**src/rtl/cache_pkg.sv**
```systemverilog
// Shared types and SRAM line field positions for the 2-way cache controller.
package cache_pkg;
    typedef enum logic [1:0] {
        S_COMPARE,
        S_WRITEBACK,
        S_ALLOCATE
    } state_t;

    localparam int VALID_BIT = 155;
    localparam int DIRTY_BIT = 154;
    localparam int TAG_MSB   = 153;
    localparam int TAG_LSB   = 128;
    localparam int LINE_MSB  = 127;
    localparam int IDX_W     = 2;
    localparam int OFF_W     = 2;
endpackage

```
**src/rtl/cache_word_merge.sv**
```systemverilog
// Replaces one 32-bit word of a cache line, selected by the word offset.
module cache_word_merge
    import cache_pkg::*;
#(
    parameter int LINE_W = 128
) (
    input  logic [LINE_W-1:0] line,
    input  logic [OFF_W-1:0]  offset,
    input  logic [31:0]       word,
    output logic [LINE_W-1:0] merged
);
    always_comb begin
        merged = line;
        merged[int'(offset)*32 +: 32] = word;
    end
endmodule

```
**src/rtl/cache_ctrl_2way.sv**
```systemverilog
// Write-back, write-allocate controller for a 2-way 4-set cache SRAM with
// dirty-victim write-back, line refill and saturating hit/miss counters.
module cache_ctrl_2way
    import cache_pkg::*;
#(
    parameter int TAG_W  = 26,
    parameter int LINE_W = 128,
    parameter int CNT_W  = 16
) (
    input  logic                          clk,
    input  logic                          rst,
    input  logic                          proc_read,
    input  logic                          proc_write,
    input  logic [TAG_W+IDX_W+OFF_W-1:0]  proc_addr,
    input  logic [31:0]                   proc_wdata,
    output logic [31:0]                   proc_rdata,
    output logic                          proc_stall,
    output logic                          mem_read,
    output logic                          mem_write,
    output logic [TAG_W+IDX_W-1:0]        mem_addr,
    output logic [LINE_W-1:0]             mem_wdata,
    input  logic [LINE_W-1:0]             mem_rdata,
    input  logic                          mem_ready,
    output logic [TAG_W+IDX_W+OFF_W-1:0]  sram_addr,
    output logic [LINE_W+TAG_W+1:0]       sram_wdata,
    output logic                          sram_write,
    input  logic [LINE_W+TAG_W+1:0]       sram_rdata,
    input  logic                          sram_hit,
    output logic [CNT_W-1:0]              hit_cnt,
    output logic [CNT_W-1:0]              miss_cnt
);
    localparam int A_W = TAG_W + IDX_W + OFF_W;

    state_t            state, state_nx;
    logic              prev_compare;
    logic              req, victim_dirty, hit_inc, miss_inc;
    logic [LINE_W-1:0] merged_line;

    assign req          = proc_read | proc_write;
    assign victim_dirty = sram_rdata[VALID_BIT] & sram_rdata[DIRTY_BIT];
    assign sram_addr    = proc_addr;
    assign proc_rdata   = sram_rdata[int'(proc_addr[OFF_W-1:0])*32 +: 32];

    cache_word_merge #(.LINE_W(LINE_W)) u_merge (
        .line   (sram_rdata[LINE_MSB:0]),
        .offset (proc_addr[OFF_W-1:0]),
        .word   (proc_wdata),
        .merged (merged_line)
    );

    always_comb begin
        state_nx   = state;
        mem_read   = 1'b0;
        mem_write  = 1'b0;
        mem_addr   = proc_addr[A_W-1:OFF_W];
        mem_wdata  = sram_rdata[LINE_MSB:0];
        sram_write = 1'b0;
        sram_wdata = {1'b1, 1'b1, sram_rdata[TAG_MSB:TAG_LSB], merged_line};
        proc_stall = 1'b0;
        hit_inc    = 1'b0;
        miss_inc   = 1'b0;
        case (state)
            S_COMPARE: begin
                if (req) begin
                    if (sram_hit) begin
                        sram_write = proc_write;
                        hit_inc    = prev_compare;
                    end else begin
                        proc_stall = 1'b1;
                        miss_inc   = 1'b1;
                        state_nx   = victim_dirty ? S_WRITEBACK : S_ALLOCATE;
                    end
                end
            end
            S_WRITEBACK: begin
                // SRAM output still shows the victim: address is held and nothing is written
                proc_stall = req;
                mem_write  = 1'b1;
                mem_addr   = {sram_rdata[TAG_MSB:TAG_LSB], proc_addr[IDX_W+OFF_W-1:OFF_W]};
                if (mem_ready) state_nx = S_ALLOCATE;
            end
            S_ALLOCATE: begin
                proc_stall = req;
                mem_read   = 1'b1;
                if (mem_ready) begin
                    sram_write = 1'b1;
                    sram_wdata = {1'b1, 1'b0, proc_addr[A_W-1:IDX_W+OFF_W], mem_rdata};
                    state_nx   = S_COMPARE;
                end
            end
            default: state_nx = S_COMPARE;
        endcase
        if (rst) begin
            mem_read   = 1'b0;
            mem_write  = 1'b0;
            sram_write = 1'b0;
            proc_stall = 1'b0;
            hit_inc    = 1'b0;
            miss_inc   = 1'b0;
            state_nx   = S_COMPARE;
        end
    end

    always_ff @(posedge clk) begin
        if (rst) begin
            state        <= S_COMPARE;
            prev_compare <= 1'b1;
            hit_cnt      <= '0;
            miss_cnt     <= '0;
        end else begin
            state        <= state_nx;
            prev_compare <= (state == S_COMPARE);
            if (hit_inc && hit_cnt != '1)   hit_cnt  <= hit_cnt + 1'b1;
            if (miss_inc && miss_cnt != '1) miss_cnt <= miss_cnt + 1'b1;
        end
    end
endmodule
```
**config.mk**
```make
export PLATFORM = sky130hd
export DESIGN_NAME = cache_ctrl_2way
export DESIGN_NICKNAME = d
export VERILOG_FILES = /design/src/rtl/cache_pkg.sv /design/src/rtl/cache_word_merge.sv /design/src/rtl/cache_ctrl_2way.sv
export SDC_FILE = /design/constraint.sdc
export NUM_CORES = 1
export LEC_CHECK = 0
export ABC_AREA = 1
export BUFFER_PORTS_ARGS = -buffer_cell sky130_fd_sc_hd__buf_2
export CELL_PAD_IN_SITES_DETAIL_PLACEMENT = 1
export CELL_PAD_IN_SITES_GLOBAL_PLACEMENT = 1
export CORE_AREA = 2 2 299 301
export CTS_BUF_LIST = sky130_fd_sc_hd__clkbuf_8
export DETAILED_ROUTE_END_ITERATION = 8
export DIE_AREA = 0 0 301 303
export PLACE_DENSITY = 0.42
export SLEW_MARGIN = 0
export SYNTH_ARGS = -nofsm -noshare
export SYNTH_HDL_FRONTEND = slang
export SYNTH_HIERARCHICAL = 1
export SYNTH_SLANG_ARGS = --single-unit
```
**constraint.sdc**
```tcl
create_clock -name clk -period 2.7 [get_ports clk]
set_input_delay 0.405 -clock clk [delete_from_list [all_inputs] [get_ports clk]]
set_output_delay 0.405 -clock clk [all_outputs]
set_load 0.1 [all_outputs]
```
# Word-level counts from Yosys, hierarchy flattened
# Index checks and enable logic that the tools add are counted.
# op_classes
addsub	3
eq_ne	8
n_shift	3
muxes	29
bitwise_logic	2
n_reduce_logical	5
# ops
operator	count
155-bit 2-to-1 mux	2
156-bit by 8-bit indexed part select with 32-bit output	1
128-bit bitwise mux	1
32-bit by 33-bit variable shift with 128-bit output (first input constant)	1
32-bit by 33-bit indexed part select with 128-bit output	1
7-bit negator with 33-bit output	1
16-bit by 1-bit adder with 16-bit output (second input constant)	2
16-bit inequality test (second input constant)	2
28-bit 2-to-1 mux	1
1-bit 2-to-1 mux	17
2-bit 2-to-1 mux	5
2-bit inequality test (second input constant)	4
2-bit one-hot mux with 3 select lines	1
1-bit one-hot mux with 2 select lines	2
4-bit AND reduction	1
2-bit by 1-bit == test with 1-bit output (second input constant)	1
2-bit == test (second input constant)	1
1-bit logical AND	2
2-bit logical NOT	1
2-bit OR reduction	1
1-bit bitwise AND	1
1-bit OR	1
# totals
reg_bits	35
input_bits	352
out_inout_bits	410
word_cells	54

# Logic depth before layout (Yosys ltp)
# Gate-level depths: netlist (run 1).
# logic_depth
ltp_word	5
ltp_mapped	11
mapped_depth_nobuf	11

# Modules after synthesis
# Netlist (run 1), hierarchy kept.
# modules_own_cells
mod	n_inst	cells_per_inst	area_per_inst_um2	seq_area_each_um2
cache_ctrl_2way	1	969	6364.9	700.7
cache_word_merge	1	561	2255.9	0.0

# Worst setup path before layout (run 1)
# Ideal clock, no wire load.
# synth_timing
path_type	reg2out
startpoint	register state[0]
endpoint	output port sram_wdata[146]
t_arrival_ns	3.731
required_time_ns	2.295
slack_ns	-1.436
path_stages_with_launch	7
path_buffers	2
cell_sequence	dfxtp_1 > inv_1 > ha_1 > nand2_1 > buf_2 > clkbuf_1 > o21ai_0
# synth_between
elab_chain_len	2
# synth_lines
element	line_no	source
start: declaration	cache_ctrl_2way.sv:34	state_t state, state_nx;
start signal: assignment	cache_ctrl_2way.sv:111	state <= state_nx;
2-bit == test	cache_ctrl_2way.sv:62	case (state)
155-bit 2-to-1 mux	cache_ctrl_2way.sv:62	
end: declaration	cache_ctrl_2way.sv:25	output logic [LINE_W+TAG_W+1:0] sram_wdata,
# Every way passes these cells.

# Worst setup path in the final report (run 1)
# layout_timing
startpoint	input port proc_addr[0]
endpoint	output port sram_wdata[4]
# layout_between
elab_chain_len	5
elab_cells_between_ends	6
cone_classes	add/sub (1); shift (2); mux (3)
# layout_lines
element	line_no	source
start: declaration	cache_ctrl_2way.sv:14	input logic [TAG_W+IDX_W+OFF_W-1:0] proc_addr,
7-bit negator with 33-bit output (*)	cache_word_merge.sv:14	merged[int'(offset)*32 +: 32] = word;
32-bit by 33-bit indexed part select with 128-bit output / 32-bit by 33-bit variable shift with 128-bit output (equally long branches)	cache_word_merge.sv:14	
128-bit bitwise mux (*)	cache_word_merge.sv:14	
net merged_line[4]	cache_ctrl_2way.sv:37	logic [LINE_W-1:0] merged_line;
155-bit 2-to-1 mux	cache_ctrl_2way.sv:85	if (mem_ready) begin
155-bit 2-to-1 mux (*)	cache_ctrl_2way.sv:62	
# Mark *: on every way through the listed nets, which the timed path passes. The rest lies on a longest branch.

==> results.json, run 1 <==
{
  "drc": 0,
  "yosysSeqAreaShare_pct": 8.13,
  "synth_commonest_cells": "nand2_1 (496), buf_4 (161), nor2_1 (161)",
  "synth_top_area_share_pct": 21.6,
  "synth_cell_type_count": 33,
  "fin_skew_ns": 0.0100,
  "routed_wl_um": 68500,
  "path_cells": "buf_4 -> inv_2 -> buf_4 -> ha_1 -> buf_6 -> nand2_1 -> inv_2 -> buf_4 -> nand3_1 -> nand2_1 -> mux2_2 -> buf_12",
  "wl_per_cell_um": 20.7,
  "fin_util_pct": 18.8,
  "maxSlewViolCount": 0,
  "htreeDepth": 2,
  "peakVddDrop_mv": 0.491,
  "initial_core_util_pct": 9.80,
  "hold_path.class": "reg2reg",
  "finish.instance_area_um2": 16500,
  "synthArstFlopShare_pct": 0,
  "yosysTopAreaCell": "nand2_1",
  "dr.first_iter.drc_count": 590,
  "synth_edf_count": 0,
  "power_mw": 12.5,
  "cp.arrival_ns": 2.16,
  "slowest_stage": "buf_6",
  "cts_tree": "yes",
  "multi_input_area_um2": 6270,
  "slowest_delay_ns": 0.21,
  "viasPerCell": 3.74,
  "die_h_um": 303,
  "hpwl_um": 58300,
  "yosys.cell_count.top_type": "nand2_1",
  "crit_path_frequent_cell": "buf_4",
  "timing.fmax_ghz": 0.389,
  "maxCapViolations": 0,
  "portBuffers": 754,
  "core_um2": 88000,
  "synth_seq_cells": 35,
  "drive_gt1_share_pct": 51.3,
  "required_ns": 2.30,
  "grt_max_degree": 41,
  "syn-instance-count": 1530,
  "status": "finished, final reports clean",
  "synth_fp_nets": 1894,
  "antenna_left": 0,
  "die_w_um": 301,
  "clock-sinks": 35,
  "path_class": "in2out",
  "place_congestion": 0.804,
  "yosys_warnings": 6,
  "clkLatencyLatePin_ns": 0.30,
  "grt_pass1_vias": 12971,
  "seq_area_um2": 702,
  "holdWs_ns": 0.514,
  "die_area_um2": 91200,
  "io_pins": 762,
  "vias": 12369,
  "area_growth_pct": 91.4,
  "grt_first_pass_wirelength_um": 93800,
  "cp_max_fo": 12,
  "clk_pin_slew_ns": 0.07,
  "finalCritPeriodShare_pct": 95.1,
  "hold_violations": 0,
  "cts_inserted_buffers": 5,
  "power_density_nw_per_um2": 755,
  "antenna_found_initial": 11,
  "stdcell_count": 3307,
  "placedCellCount": 3286,
  "p_leak_nw": 8.43,
  "tightest_slew_ns": 0.706,
  "post_dp_cell_area_um2": 16200,
  "max_slew_margin_pct": 52.8,
  "period_needed_ns": 2.57,
  "fillers": 10878,
  "syn_area_per_cell_um2": 5.63,
  "layout.nets": 2502,
  "rsz0062_at_grt": "false",
  "clockBufferDepth": 2,
  "placementRows": 109,
  "netlist_area_um2": 8620,
  "overflow": 0,
  "setup_viol": 0,
  "first_pass_iters": 5,
  "end_kind": "primary output",
  "track_usage_pct": 14.1,
  "hold_buffers": 0,
  "cts-root-buf": "clkbuf_8",
  "ys.flop_type": "dfxtp_1",
  "synth_top_cells_by_area": "nand2_1 (22%), mux2_2 (17%), buf_4 (14%), dfxtp_1 (8.1%), o21ai_0 (7.1%)",
  "cp-start-kind": "input pin"
}
## report_power, final
part | internal [mW] | switching (mW)
Combinational | 3.33 | 8.17
Clock | 0.169 | 0.205
Sequential | 0.550 | 0.0327
## flip-flops by register name (all words and copies together) (netlist names)
signal	count
prev_compare	1
hit_cnt	16
state	2
miss_cnt	16
## critical path, delay by kind of cell
family                   cells  cell delay [ns]
adder cells (fa/ha/maj)      1             0.19
buffers and inverters        7             1.01
AND/OR/NAND/NOR              3             0.33
multiplexers                 1             0.21
## final cells by class
type | instances | area share (%)
diodes | 5 | 0.0758
clock inverters | 1 | 0.0227
repair buffers | 846 | 45.6
well taps | 1165 | 8.83
inverters | 123 | 2.81
clock buffers | 5 | 0.417
multi-input cells | 1127 | 38.0
flip-flops and latches | 35 | 4.25
## cells in the final DEF (no fill, tap or decap), types with 13 or more instances in the layout
cell type / synthesis / routed
mux2_2: 128 / 127
o22ai_2: 0 / 32
nand3_1: 94 / 94
buf_4: 161 / 66
o21ai_2: 0 / 25
buf_12: 0 / 202
buf_2: 40 / 570
a21oi_1: 25 / 24
nor2_4: 7 / 13
o21ai_1: 3 / 16
inv_1: 111 / 107
inv_2: 9 / 16
o21ai_0: 122 / 84
dfxtp_1: 35 / 34
nor2_1: 161 / 156
nand2_1: 496 / 494
## routing by layer
| metal | global-route usage, % | vias up | wire [um] |
|---|---|---|---|
| met2 | 26.1 | 510 | 34400 |
| met1 | 17.3 | 5859 | 29300 |
| met5 | 0 | - | 34 |
| li1 | - | 5953 | - |
| met3 | 2.76 | 41 | 4100 |
| met4 | 1.68 | 6 | 780 |
## kinds of logic (layout without fill, tap and decap cells)
kind of cell / Yosys count / count (layout) / synth area share, %
AOI/OAI and AO/OA: 187 / 187 / 11.4
xor gates and xnor gates: 2 / 2 / 0.203
adders and majority gates: 12 / 12 / 1.74
buffers and inverters: 369 / 975 / 23.7
DFF: 35 / 35 / 8.13
muxes: 128 / 128 / 16.7
other: 1 / 6 / 0.0435
and+or+nand+nor: 796 / 797 / 38.1
## path summary, 6_finish.rpt
check / startpoint / slack (ns) / endpoint / cells after the start
min reg2reg: miss_cnt[1] / 0.51 / miss_cnt[1] / 2
max: proc_addr[0] / 0.13 / sram_wdata[4] / 12
max reg2reg: state[1] / 0.93 / hit_cnt[10] / 8
min: miss_cnt[1] / 0.51 / miss_cnt[1] / 2
## metrics by stage
step	setup WS (ns)	setup TNS (ns)
global route	0.00963	0
detailed placement	-0.217	-1.16
global placement	-0.207	-0.774
CTS	-0.00157	-0.00168
finish	0.131	0
floorplan	-0.750	-10.64
## repair_timing
action,CTS,global route
setup buffers,5,2
hold endpoints to repair,0,0
pin swaps,1,1
gates cloned,1,2
setup endpoints to repair,31,91
gates resized for setup,5,9
No activity file was read; power rests on OpenSTA's default activity.
==> inputs of run 2 (changes only) <==
--- a/config.mk
+++ b/config.mk
@@ -5,15 +5,14 @@
 export SDC_FILE = /design/constraint.sdc
 export NUM_CORES = 1
 export LEC_CHECK = 0
-export ABC_AREA = 1
 export BUFFER_PORTS_ARGS = -buffer_cell sky130_fd_sc_hd__buf_2
 export CELL_PAD_IN_SITES_DETAIL_PLACEMENT = 1
 export CELL_PAD_IN_SITES_GLOBAL_PLACEMENT = 1
-export CORE_AREA = 2 2 299 301
+export CORE_AREA = 2 2 298 300
 export CTS_BUF_LIST = sky130_fd_sc_hd__clkbuf_8
 export DETAILED_ROUTE_END_ITERATION = 8
-export DIE_AREA = 0 0 301 303
-export PLACE_DENSITY = 0.42
+export DIE_AREA = 0 0 300 302
+export PLACE_DENSITY = 0.39
 export SLEW_MARGIN = 0
 export SYNTH_ARGS = -nofsm -noshare
 export SYNTH_HDL_FRONTEND = slang
==> run 2 against run 1 <==
Sequential power is 6.7% lower. Highest routed layer unchanged. Final area down 6.6%. Via count down 20%. Critical path type unchanged.
==> results.json, run 2 <==
{
  "viasPerCell": 3.75,
  "dr.first_iter.drc_count": 479,
  "fin_util_pct": 17.6,
  "antenna_found_initial": 32,
  "antenna_left": 0,
  "reg_top3": "hit_cnt x16, miss_cnt x16, state x2",
  "synth_edf_count": 0,
  "holdWs_ns": 0.482,
  "p_clk_share_pct": 4.4,
  "io_pins": 762,
  "htreeDepth": 2,
  "netlist_area_um2": 7940,
  "placementRows": 109,
  "fillers": 10337,
  "synth_top_area_share_pct": 26.4,
  "holdCritStartpoint": "rst",
  "initial_core_util_pct": 9.07,
  "whs_endpoint": "miss_cnt[8]",
  "swShare_pct": 64.5,
  "clockBufferDepth": 2,
  "maxSlewViolCount": 0,
  "synth_cell_type_count": 53,
  "end_kind": "primary output",
  "reg2reg_to": "miss_cnt[3]",
  "r2r-start": "state[0]",
  "layout_commonest_cell": "buf_2",
  "period_needed_ns": 2.63,
  "status": "finished, final reports clean",
  "p_switching_mw": 5.74,
  "synth_top_cells_by_area": "mux2_2 (26%), buf_4 (16%), mux4_2 (9.1%), dfxtp_1 (8.8%), a22o_1 (8.4%)",
  "vias": 9898,
  "synth_seq_cells": 35,
  "hold_violations": 0,
  "timing.fmax_ghz": 0.380,
  "pre_cts_ws_ns": -0.184,
  "track_usage_pct": 13.6,
  "p_leak_nw": 6.78,
  "grt_first_pass_wirelength_um": 86600,
  "seqPwrFrac_pct": 6.1,
  "grt_max_degree": 35,
  "clkLatencyLatePin_ns": 0.30,
  "r2r_cells": 6,
  "yosys.cell_count.top_type": "mux2_2",
  "rrSetupSlack_ns": 0.33,
  "die_h_um": 302,
  "die_w_um": 300,
  "cp.arrival_ns": 2.23,
  "ys.flop_type": "dfxtp_1",
  "maxCapViolations": 0,
  "synth_fp_nets": 1238,
  "cts_inserted_buffers": 5,
  "power_density_nw_per_um2": 577,
  "hold_path_depth": 2,
  "place_congestion": 0.830,
  "fin_skew_ns": 0.00675,
  "setup_viol": 0,
  "clk_pin_slew_ns": 0.08,
  "drc": 0,
  "multi_input_area_um2": 5620,
  "p_comb_share_pct": 89.5,
  "syn_area_per_cell_um2": 9.08,
  "setup_ws_ns": 0.0688,
  "first_pass_iters": 5,
  "grt_pass1_vias": 10350,
  "syn-instance-count": 874,
  "p_int_mw": 3.16,
  "required_ns": 2.30,
  "cp_max_fo": 7,
  "cp-start-kind": "input pin",
  "wl_per_cell_um": 25.0,
  "drive_gt1_share_pct": 75.2,
  "finalCritPeriodShare_pct": 97.5,
  "clock-sinks": 35,
  "yosys_warnings": 6,
  "hpwl_um": 55300,
  "synth_commonest_cells": "mux2_2 (186), buf_4 (165), a22o_1 (76)",
  "seq_area_um2": 701,
  "peakVddDrop_mv": 0.221,
  "yosysTopAreaCell": "mux2_2",
  "yosysSeqAreaShare_pct": 8.83,
  "core_um2": 87600,
  "hold_path.class": "in2reg",
  "layout.nets": 1825,
  "cts_tree": "yes",
  "cts-root-buf": "clkbuf_8",
  "die_area_um2": 90600,
  "synthArstFlopShare_pct": 0,
  "area_growth_pct": 94.1,
  "tightest_slew_ns": 0.879,
  "max_slew_margin_pct": 41.4,
  "portBuffers": 754,
  "overflow": 0,
  "path_class": "in2out",
  "routed_wl_um": 65800,
  "final_cell_mix": "buf_2 (565), buf_12 (207), mux2_2 (177)"
}
## run 2: cell count changes after synthesis, sizes merged, moves of 10 or more
| cell | change |
|---|---|
| mux4 | +32 |
| o21ai | -117 |
| buf | -11 |
| mux2 | +58 |
| a22o | +76 |
| nand2 | -485 |
| a32o | +20 |
| nor2 | -163 |
| inv | -76 |
| nand3 | -57 |
| a21oi | -10 |
## run 2: metal layers
layer  share of wire, %  track usage, %
met4                1.4            2.25
met3                7.5            3.06
met5               0.22               0
met2                 51            24.9
met1                 40            16.4
## run 2: layout make-up
class | instances | area share, %
tap | 1165 | 9.46
inverter | 44 | 1.07
antenna | 10 | 0.162
clock buffer | 5 | 0.447
timing repair buffer | 813 | 47.7
multi-input combinational | 562 | 36.5
clock inverter | 3 | 0.0812
sequential | 35 | 4.55
## run 2: power by group through the flow
stage / Combinational (mW) / Sequential (mW) / Clock, mW
after floorplan: 5.25 / 0.582 / 0
after global placement: 7.93 / 0.553 / 0
after detailed placement: 7.95 / 0.555 / 0
after CTS: 8.03 / 0.544 / 0.419
after global routing: 8.16 / 0.547 / 0.434
final: 7.96 / 0.544 / 0.392
## run 2: cells by family (layout without fill, tap and decap cells)
kind of cell               after synthesis  count (layout)  synth area share, %
DFF                                     35              35                 8.83
AOI/OAI and AO/OA                      180             180                 20.3
other                                    1              11               0.0472
adders and majority gates               12              12                 1.89
buffers and inverters                  278             865                 22.4
muxes                                  222             222                 36.0
and+or+nand+nor                        146             147                 10.6
## run 2: through the flow
stage	total power [mW]	cell area [um2]	std cells	TNS, ns
after floorplan	5.83	7950	874	0
after detailed placement	8.50	15000	2609	-1.92
final	8.90	15400	2637	0
after global routing	9.15	15400	2630	-0.00101
after CTS	8.99	15300	2623	0
after global placement	8.48	15000	2609	-1.55
## run 2: repair_timing
| action | 4_1_cts | 5_1_grt |
|---|---|---|
| hold buffers | 0 | 0 |
| gates resized for setup | 20 | 10 |
| cloned | 2 | 1 |
| pin swaps | 2 | 3 |
| hold endpoints to repair | 0 | 0 |
| endpoints found under the setup margin | 152 | 28 |
| setup buffers | 4 | 3 |
## run 2: worst max path at each step
| stage | slack, ns | end | cells after the start | start |
|---|---|---|---|---|
| finish | 0.07 | sram_wdata[124] | 9 | proc_addr[1] |
| global route | -0.001 | sram_wdata[65] | 6 | state[0] |
| CTS | 0.009 | sram_wdata[16] | 11 | proc_addr[0] |
| detailed placement | -0.18 | sram_wdata[27] | 9 | proc_addr[0] |
| global placement | -0.17 | sram_wdata[27] | 9 | proc_addr[0] |
| floorplan | 0.11 | proc_stall | 5 | state[0] |
## run 2: worst max-delay path, stage by stage
cell and delay [ns]:
buf_2 0.11, inv_2 0.05, ha_4 0.25, buf_4 0.13, and4bb_2 0.46, buf_4 0.25
a22o_1 0.19, mux2_2 0.19, buf_12 0.17
==> inputs of run 3 (changes only) <==
--- a/config.mk
+++ b/config.mk
@@ -12,7 +12,7 @@
 export CTS_BUF_LIST = sky130_fd_sc_hd__clkbuf_8
 export DETAILED_ROUTE_END_ITERATION = 8
 export DIE_AREA = 0 0 300 302
-export PLACE_DENSITY = 0.39
+export PLACE_DENSITY_LB_ADDON = 0.1
 export SLEW_MARGIN = 0
 export SYNTH_ARGS = -nofsm -noshare
 export SYNTH_HDL_FRONTEND = slang
==> run 3 against run 2 <==
Power grew 0.57%. Maximum frequency up 1.7%. Via count is 1.6% lower. Flip-flop and latch count stayed put. Worst setup slack improved by 0.045 ns. Combinational power about the same. Non-clock buffer count is 4 lower. Core utilization fell by 0.070 points. Critical path type unchanged. Highest routed layer unchanged.
==> results.json, run 3 (synthesis gave the netlist of run 2 again) <==
{
  "grt_max_degree": 39,
  "wl_per_cell_um": 26.0,
  "path_class": "in2out",
  "cp-start-kind": "input pin",
  "hpwl_um": 56700,
  "timing.fmax_ghz": 0.387,
  "critPathBufInv": 4,
  "die_w_um": 300,
  "stdcell_count": 2628,
  "first_pass_iters": 4,
  "cp.arrival_ns": 2.18,
  "core_um2": 87600,
  "finalCritPeriodShare_pct": 95.8,
  "maxSlewViolCount": 0,
  "p_leak_nw": 6.76,
  "initial_core_util_pct": 9.07,
  "setup_tns_ns": 0,
  "fin_skew_ns": 0.0105,
  "clock-sinks": 35,
  "maxCapViolations": 0,
  "hold_violations": 0,
  "antenna_found_initial": 28,
  "hold_buffers": 0,
  "layout_commonest_cell": "buf_2",
  "clockBufferDepth": 2,
  "die_area_um2": 90600,
  "grt_pass1_vias": 10275,
  "end_kind": "primary output",
  "slowest_delay_ns": 0.53,
  "peakVddDrop_mv": 0.238,
  "holdWs_ns": 0.461,
  "antenna_left": 0,
  "slowest_stage": "or3_2",
  "clkLatencyLatePin_ns": 0.32,
  "viasPerCell": 3.71,
  "max_slew_margin_pct": 45.4,
  "power_mw": 8.95,
  "io_pins": 762,
  "reg_top3": "hit_cnt x16, miss_cnt x16, state x2",
  "power_density_nw_per_um2": 583,
  "grt_first_pass_wirelength_um": 89400,
  "rsz0062_at_grt": "false",
  "layout.nets": 1820,
  "crit_path_frequent_cell": "buf_12",
  "placementRows": 109,
  "cp_max_fo": 18,
  "critical_path.top_delay_family": "buffers and inverters",
  "cts-root-buf": "clkbuf_8",
  "drive_gt1_share_pct": 75.0,
  "dr.first_iter.drc_count": 352,
  "cts_tree": "yes",
  "drc": 0,
  "place_congestion": 0.767,
  "status": "finished, final reports clean",
  "rrSetupSlack_ns": 0.43,
  "placedCellCount": 2605,
  "setup_viol": 0,
  "htreeDepth": 2,
  "required_ns": 2.30,
  "die_h_um": 302,
  "tightest_slew_ns": 0.819,
  "portBuffers": 754,
  "overflow": 0,
  "vias": 9744,
  "final_cell_mix": "buf_2 (563), buf_12 (203), mux2_2 (186)",
  "period_needed_ns": 2.59,
  "routed_wl_um": 68300,
  "clk_pin_slew_ns": 0.09,
  "path_cells": "buf_2 -> inv_1 -> ha_4 -> or3_2 -> buf_12 -> o22ai_1 -> mux2_2 -> buf_12",
  "area_growth_pct": 93.3,
  "cts_inserted_buffers": 5,
  "track_usage_pct": 14.1,
  "hold_path.class": "in2reg"
}
[run 3: changes by cell type in the layout (fill, tap and decap cells not counted), moves of 3 or more]
cell     change
buf_12       -4
buf_16       +3
buf_6        -4
diode_2      -4
mux2_2       +9
mux2_4       -9
[run 3: worst register-to-register path, cell delays in order, from the launching register on]
cell,delay (ns)
dfxtp_1,0.34
inv_1,0.14
ha_1,0.26
nand3_1,0.13
or2_1,0.47
nor4_1,0.46
mux2_2,0.37
[run 3: routing by layer]
layer,track usage [%],part of all wire [%],wire [um],up-vias
li1,-,-,-,4341
met1,15.4,37,25500,4903
met2,27.6,55,37200,415
met3,3.66,6.6,4540,53
met4,1.95,1.1,773,32
met5,0,0.30,207,-
[run 3: where the power goes]
part / switching (mW) / internal [mW]
clock network: 0.232 / 0.230
logic: 5.51 / 2.43
registers: 0.0126 / 0.529
total: 5.75 / 3.19
[run 3: what timing repair did]
item,CTS,global route
pin swaps,1,2
gates cloned,3,1
setup buffers,3,2
endpoints found under the setup margin,70,55
gates resized for setup,6,5
[run 3: worst paths after layout]
check,from,end,cells after the start
worst max-delay path,proc_addr[1],sram_wdata[65],8
worst min-delay path,sram_rdata[155],state[0],4
worst max register to register,state[1],hit_cnt[14],6
worst min register to register,state[0],state[0],2
[run 3: through the flow]
step | area (um2) | util (%) | setup WS [ns]
after floorplan | 7950 | - | 0.108
after CTS | 15300 | 17.4 | 0.0163
final | 15300 | 17.5 | 0.114
after detailed placement | 15000 | 17.1 | 0.0217
after global routing | 15300 | 17.5 | 0.0153
after global placement | 15000 | 17.1 | 0.0402
[run 3: area by class of cell]
type                       count  area [um2]
clock inverter                 1        3.75
clock buffer                   7        96.3
timing repair buffer         809        7380
antenna                        6        15.0
multi-input combinational    561        5530
sequential                    35         702
tap                         1165        1460
inverter                      44         165
fill                       10290       72200
